===== src/rtl/keypad_scanner.sv =====
// keypad_scanner: 4x4 matrix keypad scanner with frame-level debounce,
// multi-key (ghosting) rejection and single-pulse key events.
module keypad_scanner #(
  parameter int unsigned SCAN_DELAY     = 2500,
  parameter int unsigned DEBOUNCE_SCANS = 4
) (
  input  logic       clk,
  input  logic       reset,
  input  logic [3:0] row_in,
  output logic [3:0] col_out,
  output logic [3:0] key_code,
  output logic       key_valid,
  output logic       key_held,
  output logic       multi_key
);

  localparam int unsigned DWELL_W = (SCAN_DELAY > 1) ? $clog2(SCAN_DELAY) : 1;
  localparam int unsigned CNT_W   = $clog2(DEBOUNCE_SCANS + 1);
  localparam logic [DWELL_W-1:0] DWELL_LAST = DWELL_W'(SCAN_DELAY - 1);
  localparam logic [CNT_W-1:0]   CNT_MAX    = CNT_W'(DEBOUNCE_SCANS);

  typedef enum logic [1:0] {
    CAND_NONE   = 2'd0,
    CAND_SINGLE = 2'd1,
    CAND_MULTI  = 2'd2
  } cand_kind_t;

  // idx is forced to zero for NONE/MULTI so whole-struct equality is meaningful
  typedef struct packed {
    cand_kind_t kind;
    logic [3:0] idx;
  } cand_t;

  typedef enum logic [1:0] {
    ST_IDLE    = 2'd0,
    ST_PRESSED = 2'd1,
    ST_MULTI   = 2'd2
  } state_t;

  logic [3:0]         row_meta;
  logic [3:0]         row_sync;
  logic [1:0]         col_idx;
  logic [DWELL_W-1:0] dwell;
  logic [15:0]        frame;
  logic               frame_done;
  cand_t              cand;
  cand_t              prev_cand;
  logic [CNT_W-1:0]   stable_cnt;
  logic [CNT_W-1:0]   next_cnt;
  logic               same;
  logic               qualify;
  state_t             state;

  // Synchronize rows, step the column/dwell counters and capture frame bits
  always_ff @(posedge clk) begin
    if (reset) begin
      row_meta   <= 4'b1111;
      row_sync   <= 4'b1111;
      col_idx    <= 2'd0;
      dwell      <= '0;
      col_out    <= 4'b1110;
      frame      <= '0;
      frame_done <= 1'b0;
    end else begin
      row_meta   <= row_in;
      row_sync   <= row_meta;
      col_out    <= ~(4'b0001 << col_idx);
      frame_done <= 1'b0;
      if (dwell == DWELL_LAST) begin
        frame[{col_idx, 2'b00} +: 4] <= ~row_sync;
        dwell                        <= '0;
        col_idx                      <= col_idx + 2'd1;
        frame_done                   <= (col_idx == 2'd3);
      end else begin
        dwell <= dwell + DWELL_W'(1);
      end
    end
  end

  // Classify the completed frame into NONE / SINGLE(i) / MULTI
  always_comb begin
    logic [4:0] ones;
    logic [3:0] pos;
    ones = '0;
    pos  = '0;
    for (int i = 0; i < 16; i++) begin
      if (frame[i]) begin
        ones = ones + 5'd1;
        pos  = 4'(i);
      end
    end
    cand.kind = CAND_NONE;
    cand.idx  = 4'd0;
    if (ones == 5'd1) begin
      cand.kind = CAND_SINGLE;
      cand.idx  = pos;
    end else if (ones != 5'd0) begin
      cand.kind = CAND_MULTI;
    end
  end

  // Next debounce count and the qualifying-frame strobe
  always_comb begin
    same     = (cand == prev_cand);
    next_cnt = CNT_W'(1);
    if (same) begin
      next_cnt = (stable_cnt == CNT_MAX) ? CNT_MAX : stable_cnt + CNT_W'(1);
    end
    qualify = frame_done && (next_cnt == CNT_MAX) &&
              !(same && (stable_cnt == CNT_MAX));
  end

  // Debounce history, updated once per completed frame
  always_ff @(posedge clk) begin
    if (reset) begin
      prev_cand  <= '{kind: CAND_NONE, idx: 4'd0};
      stable_cnt <= '0;
    end else if (frame_done) begin
      prev_cand  <= cand;
      stable_cnt <= next_cnt;
    end
  end

  // Key-event FSM; only qualifying frames move it
  always_ff @(posedge clk) begin
    if (reset) begin
      state     <= ST_IDLE;
      key_code  <= 4'd0;
      key_valid <= 1'b0;
      key_held  <= 1'b0;
      multi_key <= 1'b0;
    end else begin
      key_valid <= 1'b0;
      if (qualify) begin
        case (state)
          ST_IDLE: begin
            if (cand.kind == CAND_SINGLE) begin
              state     <= ST_PRESSED;
              key_code  <= cand.idx;
              key_valid <= 1'b1;
              key_held  <= 1'b1;
            end else if (cand.kind == CAND_MULTI) begin
              state     <= ST_MULTI;
              multi_key <= 1'b1;
            end
          end
          ST_PRESSED: begin
            if (cand.kind == CAND_NONE) begin
              state    <= ST_IDLE;
              key_held <= 1'b0;
            end else if (cand.kind == CAND_MULTI) begin
              state     <= ST_MULTI;
              key_held  <= 1'b0;
              multi_key <= 1'b1;
            end else if (cand.idx != key_code) begin
              key_code  <= cand.idx;
              key_valid <= 1'b1;
            end
          end
          ST_MULTI: begin
            if (cand.kind == CAND_NONE) begin
              state     <= ST_IDLE;
              multi_key <= 1'b0;
            end
          end
          default: begin
            state <= ST_IDLE;
          end
        endcase
      end
    end
  end

endmodule


===== config.mk =====
export PLATFORM = sky130hd
export DESIGN_NAME = keypad_scanner
export DESIGN_NICKNAME = d
export VERILOG_FILES = /design/src/rtl/keypad_scanner.sv
export SDC_FILE = /design/constraint.sdc
export NUM_CORES = 1
export LEC_CHECK = 0
export ABC_CLOCK_PERIOD_IN_PS = 9900
export CORE_ASPECT_RATIO = 0.8
export CORE_UTILIZATION = 40
export DETAILED_ROUTE_END_ITERATION = 8
export GPL_TIMING_DRIVEN = 0
export PLACE_DENSITY = 0.64
export SLEW_MARGIN = 10
export SYNTH_ARGS = -nofsm -noshare
export SYNTH_HDL_FRONTEND = slang
export SYNTH_SLANG_ARGS = --single-unit

===== constraint.sdc =====
create_clock -name clk -period 9.9 [get_ports clk]
set_clock_uncertainty 0.1 [all_clocks]
set_input_delay 1.98 -clock clk [delete_from_list [all_inputs] [get_ports clk]]
set_output_delay 1.98 -clock clk [all_outputs]
set_load 0.03 [all_outputs]

# --- Word-level counts from Yosys, hierarchy flattened ---
# Index checks and enable logic that the tools add are counted.
totals:
  regBits: 61
  input_bits: 6
  output_inout_bits: 11
  word_cells: 136
op_classes:
  addsub: 19
  n_eq_ne: 18
  shift: 3
  n_mux: 61
  n_bitwise: 4
  n_reduce_logical: 16
ops:
  columns: ["cell", "count"]
  rows:
  - ["$mux 4", 19]
  - ["$add 5x1->5 const B", 15]
  - ["$mux 5", 15]
  - ["$bwmux 16", 1]
  - ["$shift 4x6->16 const A", 1]
  - ["$shiftx 4x6->16", 1]
  - ["$mux 1", 13]
  - ["$add 12x1->12 const B", 1]
  - ["$eq 12x12->1 const B", 1]
  - ["$mux 2", 6]
  - ["$ne 2x2->1 const B", 6]
  - ["$not 4->4", 2]
  - ["$pmux 4 s2", 1]
  - ["$eq 2x2->1 const B", 3]
  - ["$eq 3x3->1 const B", 2]
  - ["$eq 6x6->1", 1]
  - ["$mux 3", 2]
  - ["$neg 4->6", 1]
  - ["$pmux 2 s3", 1]
  - ["$reduce_and 6->1", 1]
  - ["$reduce_or 2->1", 3]
  - ["$eq 5x1->1 const B", 1]
  - ["$reduce_and 5->1", 1]
  - ["$reduce_bool 5->1", 1]
  - ["16 further kinds", 22]

# --- Logic depth before layout (Yosys ltp) ---
depth:
  depth_word: 41
  ltp_mapped: 52
  mapped_depth_nobuf: 51

# --- Worst setup path after synthesis ---
# No wires, ideal clock.
synth_timing:
  kind: "reg2reg"
  startpoint: "reg frame[0]"
  endpoint: "reg key_code[2]"
  setup_ps: 123
  t_arrival_ps: 9638
  required_ps: 9677
  slack_ps: 39
  stages_incl_launch_ff: 52
  path_buffers: 1
  synth_period_minus_slack_ps: 9861
  path_cell_list: "dfxtp_1 > ha_1 > nor2b_1 > or2_2 > ha_1 > nand2b_1 > o21a_1 > ha_1 > mux2_2 > ha_1 > nand2b_1 > o41ai_1 > nor2_1 > ha_1 > nand2_1 > o31ai_1 > ha_1 > nand2_1 > (+16 left out) > ha_1 > nand2_1 > o21ai_0 > o21a_1 > ha_1 > nand2_1 > nand2_1 > ha_1 > nand2b_1 > nor3b_1 > a22oi_1 > or2_1 > buf_2 > nor2_2 > nand3_2 > a2111oi_4 > and2b_1 > mux2_1"
synth_between:
  elab_chain_cells: 40
  elab_cells_between_ends: 57
  cone_classes: "add/sub (15); eq/ne (10); mux (25); reduce/logical (7)"
synth_lines:
  columns: ["element", "line_no", "rtl"]
  rows:
  - ["start, declared", "44", "logic [15:0] frame;"]
  - ["start signal, assigned by index", "70", "frame[{col_idx, 2'b00} +: 4] <= ~row_sync;"]
  - ["$mux 1 (*)", "87", "if (frame[i]) begin"]
  - ["$add 5x1->5", "88", "ones = ones + 5'd1;"]
  - ["$mux 5 (*)", "87", null]
  - ["$add 5x1->5", "88", null]
  - ["$mux 5 (*)", "87", null]
  - ["$add 5x1->5", "88", null]
  - ["$mux 5 (*)", "87", null]
  - ["$add 5x1->5", "88", null]
  - ["(+23 left out)", null, null]
  - ["$reduce_bool 5->1", "97", "end else if (ones != 5'd0) begin"]
  - ["$mux 2", "97", null]
  - ["$mux 2", "94", "if (ones == 5'd1) begin"]
  - ["$eq 6x6->1", "104", "same = (cand == prev_cand);"]
  - ["$mux 3", "106", "if (same) begin"]
  - ["$eq 3x3->1", "109", "qualify = frame_done && (next_cnt == CNT_MAX) &&"]
  - ["$logic_and 1x1->1 (2 in a row)", "109", null]
  - ["$reduce_and 6->1 (no source line)", null, null]
  - ["end signal, assigned", "139", "key_code <= cand.idx;"]
  - ["end signal, assigned", "156", "key_code <= cand.idx;"]
  - ["end, declared", "11", "output logic [3:0] key_code,"]
# Mark *: on every way between the ends. The rest lies on a longest branch, timed or not. The select of a mux whose other input is x is not followed.
# A chain may end at the register's enable or synchronous reset.

# --- Worst setup path in the final report ---
layout_timing:
  startpoint: "reg frame[1]"
  endpoint: "reg key_code[2]"
layout_between:
  elab_chain_cells: 38
  elab_cells_between_ends: 70
  cone_classes: "add/sub (14); eq/ne (10); mux (39); reduce/logical (7)"
layout_lines:
  columns: ["element", "line_no"]
  rows:
  - ["$mux 5", "87"]
  - ["$add 5x1->5", "88"]
  - ["$mux 5", "87"]
  - ["$add 5x1->5", "88"]
  - ["$mux 5", "87"]
  - ["$add 5x1->5", "88"]
  - ["$mux 5", "87"]
  - ["$add 5x1->5", "88"]
  - ["(+21 left out)", null]
  - ["$reduce_bool 5->1", "97"]
  - ["$mux 2", "97"]
  - ["$mux 2", "94"]
  - ["$eq 6x6->1", "104"]
  - ["$mux 3", "106"]
  - ["$eq 3x3->1", "109"]
  - ["$logic_and 1x1->1 (2 in a row)", "109"]
  - ["$reduce_and 6->1 (no source line)", null]
# Several ways; a longest one is shown, not always the timed one. The select of a mux whose other input is x is not followed.

==> summary.md <==
| Metric | Value |
|---|---|
| Max-slew violation total from the final report | `0` |
| Vias in the first global route | `roughly 3,600` |
| Max-Slew Margin vs Limit | `0.432` |
| Most used cell along the critical path | `ha_1` |
| Count of non-filler cells in the finished layout | `roughly 740` |
| Critical path launch point type | `flip-flop` |
| Max-capacitance violation count | `0` |
| Slowest cell delay on critical path | `~0.40 ns` |
| CTS tree | `built` |
| Clock transition time at the flip-flop clock pins of the worst setup and hold paths | `0.05 ns` |
| Count of TritonRoute iterations in the first routing pass | `4` |
| Fraction of synthesized cell area taken by the top area cell type | `0.267` |
| Synthesized netlist cell count | `between 500 and 600` |
| Critical Path Fanout Max | `5` |
| DR vias | `between 3,000 and 4,000` |
| P_leak | `roughly 2.2 nW` |
| Number of enable flip-flop cells after synthesis | `0` |
| Most frequently used flop master after synthesis | `dfxtp_1` |
| Wire length of the first global-routing pass | `17,200 µm` |
| Sequential area share after synthesis | `0.267` |
| Die Footprint | `11,900 µm²` |
| Via-per-instance ratio | `5.26` |
| # diodes | `0` |
| Chip height | `around 98 µm` |
| Final weighted congestion in routability-driven placement | `between 0.8 and 0.9` |
| CTS max path bufs | `2` |
| Placement row count | `34` |
| Worst slew pin tran | `approximately 0.85 ns` |
| Count of cell types in the netlist | `78` |
| Count of hold-fix buffers inserted at cts | `0` |
| Maximum ir drop on the vdd rail | `roughly 100 µV` |
| Number of placed instances, taps included | `roughly 700` |
| Power consumption | `~0.55 mW` |
| Leading post-synthesis cells by cell area | `dfxtp_1 27%, ha_1 6.6%, xnor2_1 5.9%` |
| Ports placed on the boundary | `17` |
| TritonCTS Buffers | `9` |
| Period Utilization, post-route | `0.974` |
| Fraction of layout instances using a drive strength above 1 | `0.228` |
| Cell type contributing the most total cell area after synthesis | `dfxtp_1` |
| GRT Overall Usage | `0.180` |
| Post-layout util | `0.520` |
| Non-Filler Cell Area, Final | `approximately 5700 µm²` |
| Count of unresolved DRC violations after routing | `0` |
| Highest Clock Rate | `between 100 and 150 MHz` |
| Critical path buffers and inverters | `3` |
| Final HPWL DP | `about 7600 µm` |
| Fin. Hold Viols | `0` |
| Run status | `finished clean` |
| Maximum number of pins on one net before global-route repair | `11` |
| Port buffer count | `16` |
| Most common cell after layout, fill and taps aside | `nor2_1` |
| Cell family with the largest share of critical-path delay | `adder cells` |
| Final setup margin | `roughly 0.26 ns` |
| Stages on worst setup path | `51` |
| Commonest cells after routing, fill and taps aside | `61 x nor2_1, 59 x dfxtp_1, 43 x nand2_1, 37 x a21oi_1, 31 x xnor2_1` |
| Initial antenna violation count | `0` |
| Worst Reg-to-Reg Cells | `51` |
| WP data required | `between 10 and 15 ns` |
| First DRT Iteration DRCs | `between 150 and 200` |
| Sum of negative setup slack | `0 ns` |
| H-Tree Depth | `3` |
| Dpl ws | `-1.08 ns` |
| Horizontal extent of the die | `121 µm` |
| Number of nets in the finished design | `just over 600` |
| Synthesized netlist net count | `approximately 570` |
| Arrival time worst endpoint | `9.76 ns` |
| Core Box Area | `approximately 11,000 µm²` |
| Min Hold Slack | `roughly 0.31 ns` |
| CP max stage cell | `a221o_1` |
| Power density over the cells | `96.0 nW/µm²` |
| Worst setup path category | `reg -> reg` |
| Count of warnings emitted by yosys | `0` |
| Mean Syn Cell Area | `approximately 8.5 µm²` |
| Worst skew pair latency | `approximately 0.32 ns` |
| CP Capture Type | `flip-flop` |
| Detail-routed net length per standard cell | `about 14 µm` |
| Async set-or-reset flop fraction in the synthesized netlist | `0` |
| Hold Path Cell Cnt | `1` |
| Sum of overflow across all layers after global routing | `0` |
| Number of routed nets with antenna violations | `0` |
| Final setup violation count | `0` |
| Count of state elements after synthesis | `61` |
| Starting Density | `0.416` |
| Shortest period the worst path allows | `~9.6 ns` |
| Min-delay worst type | `reg -> reg` |
| Combined area of all synthesized cells | `4570 µm²` |
| Total wire length | `approximately 10,000 µm` |
| Placed inst area | `~4900 µm²` |
| Synth-to-layout area growth | `24.9%` |
| Unrepaired setup endpoints after global routing | `true` |
| Root buffer cell | `clkbuf_16` |
| Num Clock Sinks | `61` |
power breakdown:
part | internal, mW | switching, mW
combinational | 0.00460 | 0.00588
clock | 0.181 | 0.106
sequential | 0.248 | 0.00197
total | 0.434 | 0.114
per-layer routing:
| metal | GRT usage | wire [µm] |
|---|---|---|
| met1 | 0.263 | 5490 |
| met2 | 0.275 | 4620 |
| met3 | 0.0141 | 182 |
| met4 | 0.0646 | 138 |
| met5 | 0 | 0 |
cell usage after synthesis (5+ instances only):
cell type,n
and2_1,5
nand4_1,7
nor2_1,64
nor3_1,29
xnor2_1,31
xor2_1,12
nand3b_1,5
a31oi_1,6
xnor2_2,6
nand2b_1,9
o31ai_1,5
mux2i_1,13
nor2b_1,5
clkbuf_1,17
nand3_1,15
dfxtp_1,61
ha_1,24
nand2_1,49
or2_2,13
a21oi_1,39
inv_1,22
timing repair:
| item | CTS | global route |
|---|---|---|
| gates cloned | 0 | 0 |
| pin swaps | 7 | 27 |
| endpoints found under the setup margin | 18 | 15 |
| gates resized for setup | 24 | 42 |
| setup buffers | 5 | 18 |
flip-flops by register name, summed over array words and instances (netlist names):
signal / count
col_idx: 2
col_out: 4
dwell: 12
frame: 16
frame_done: 1
key_code: 4
key_held: 1
key_valid: 1
multi_key: 1
prev_cand: 6
row_meta: 4
row_sync: 4
stable_cnt: 3
state: 2
worst paths after layout:
| check | start | endpoint | slack, ns |
|---|---|---|---|
| min | row_meta[0]$_SDFF_PP1_ | row_sync[0]$_SDFF_PP1_ | 0.31 |
| max | frame[1]$_SDFFE_PP0P_ | key_code[2]$_SDFFE_PP0P_ | 0.26 |
| max reg2reg | frame[1]$_SDFFE_PP0P_ | key_code[2]$_SDFFE_PP0P_ | 0.26 |
| min reg2reg | row_meta[0]$_SDFF_PP1_ | row_sync[0]$_SDFF_PP1_ | 0.31 |
final cells by class:
cell class              count  area (µm²)
fillers                  1016        5270
multi-input cells         431        3490
flip-flops and latches     61        1230
repair buffers             39         333
clock buffers              12         256
well taps                 144         180
plain buffers              22         104
inverters                  23        93.8
clock inverters             4        22.5
cell families after synthesis:
group | count (synthesis) | synth area share
simple gates | 233 | 0.261
fa+ha+maj | 24 | 0.0658
compound gates | 93 | 0.147
mux | 17 | 0.0408
xor+xnor | 64 | 0.176
flops | 61 | 0.267
buf+inv | 46 | 0.0422
worst reg2reg max path, delay by kind of cell, from the launching register on:
kind | cells | cell delay, ns
flip-flops | 1 | 0.37
AND/OR/NAND/NOR | 17 | 2.20
AO/OA/AOI/OAI | 13 | 1.75
buffers and inverters | 3 | 0.26
adder cells (fa/ha/maj) | 14 | 3.83
XOR/XNOR | 1 | 0.18
multiplexers | 3 | 0.80
(Power assumes the default switching activity.)
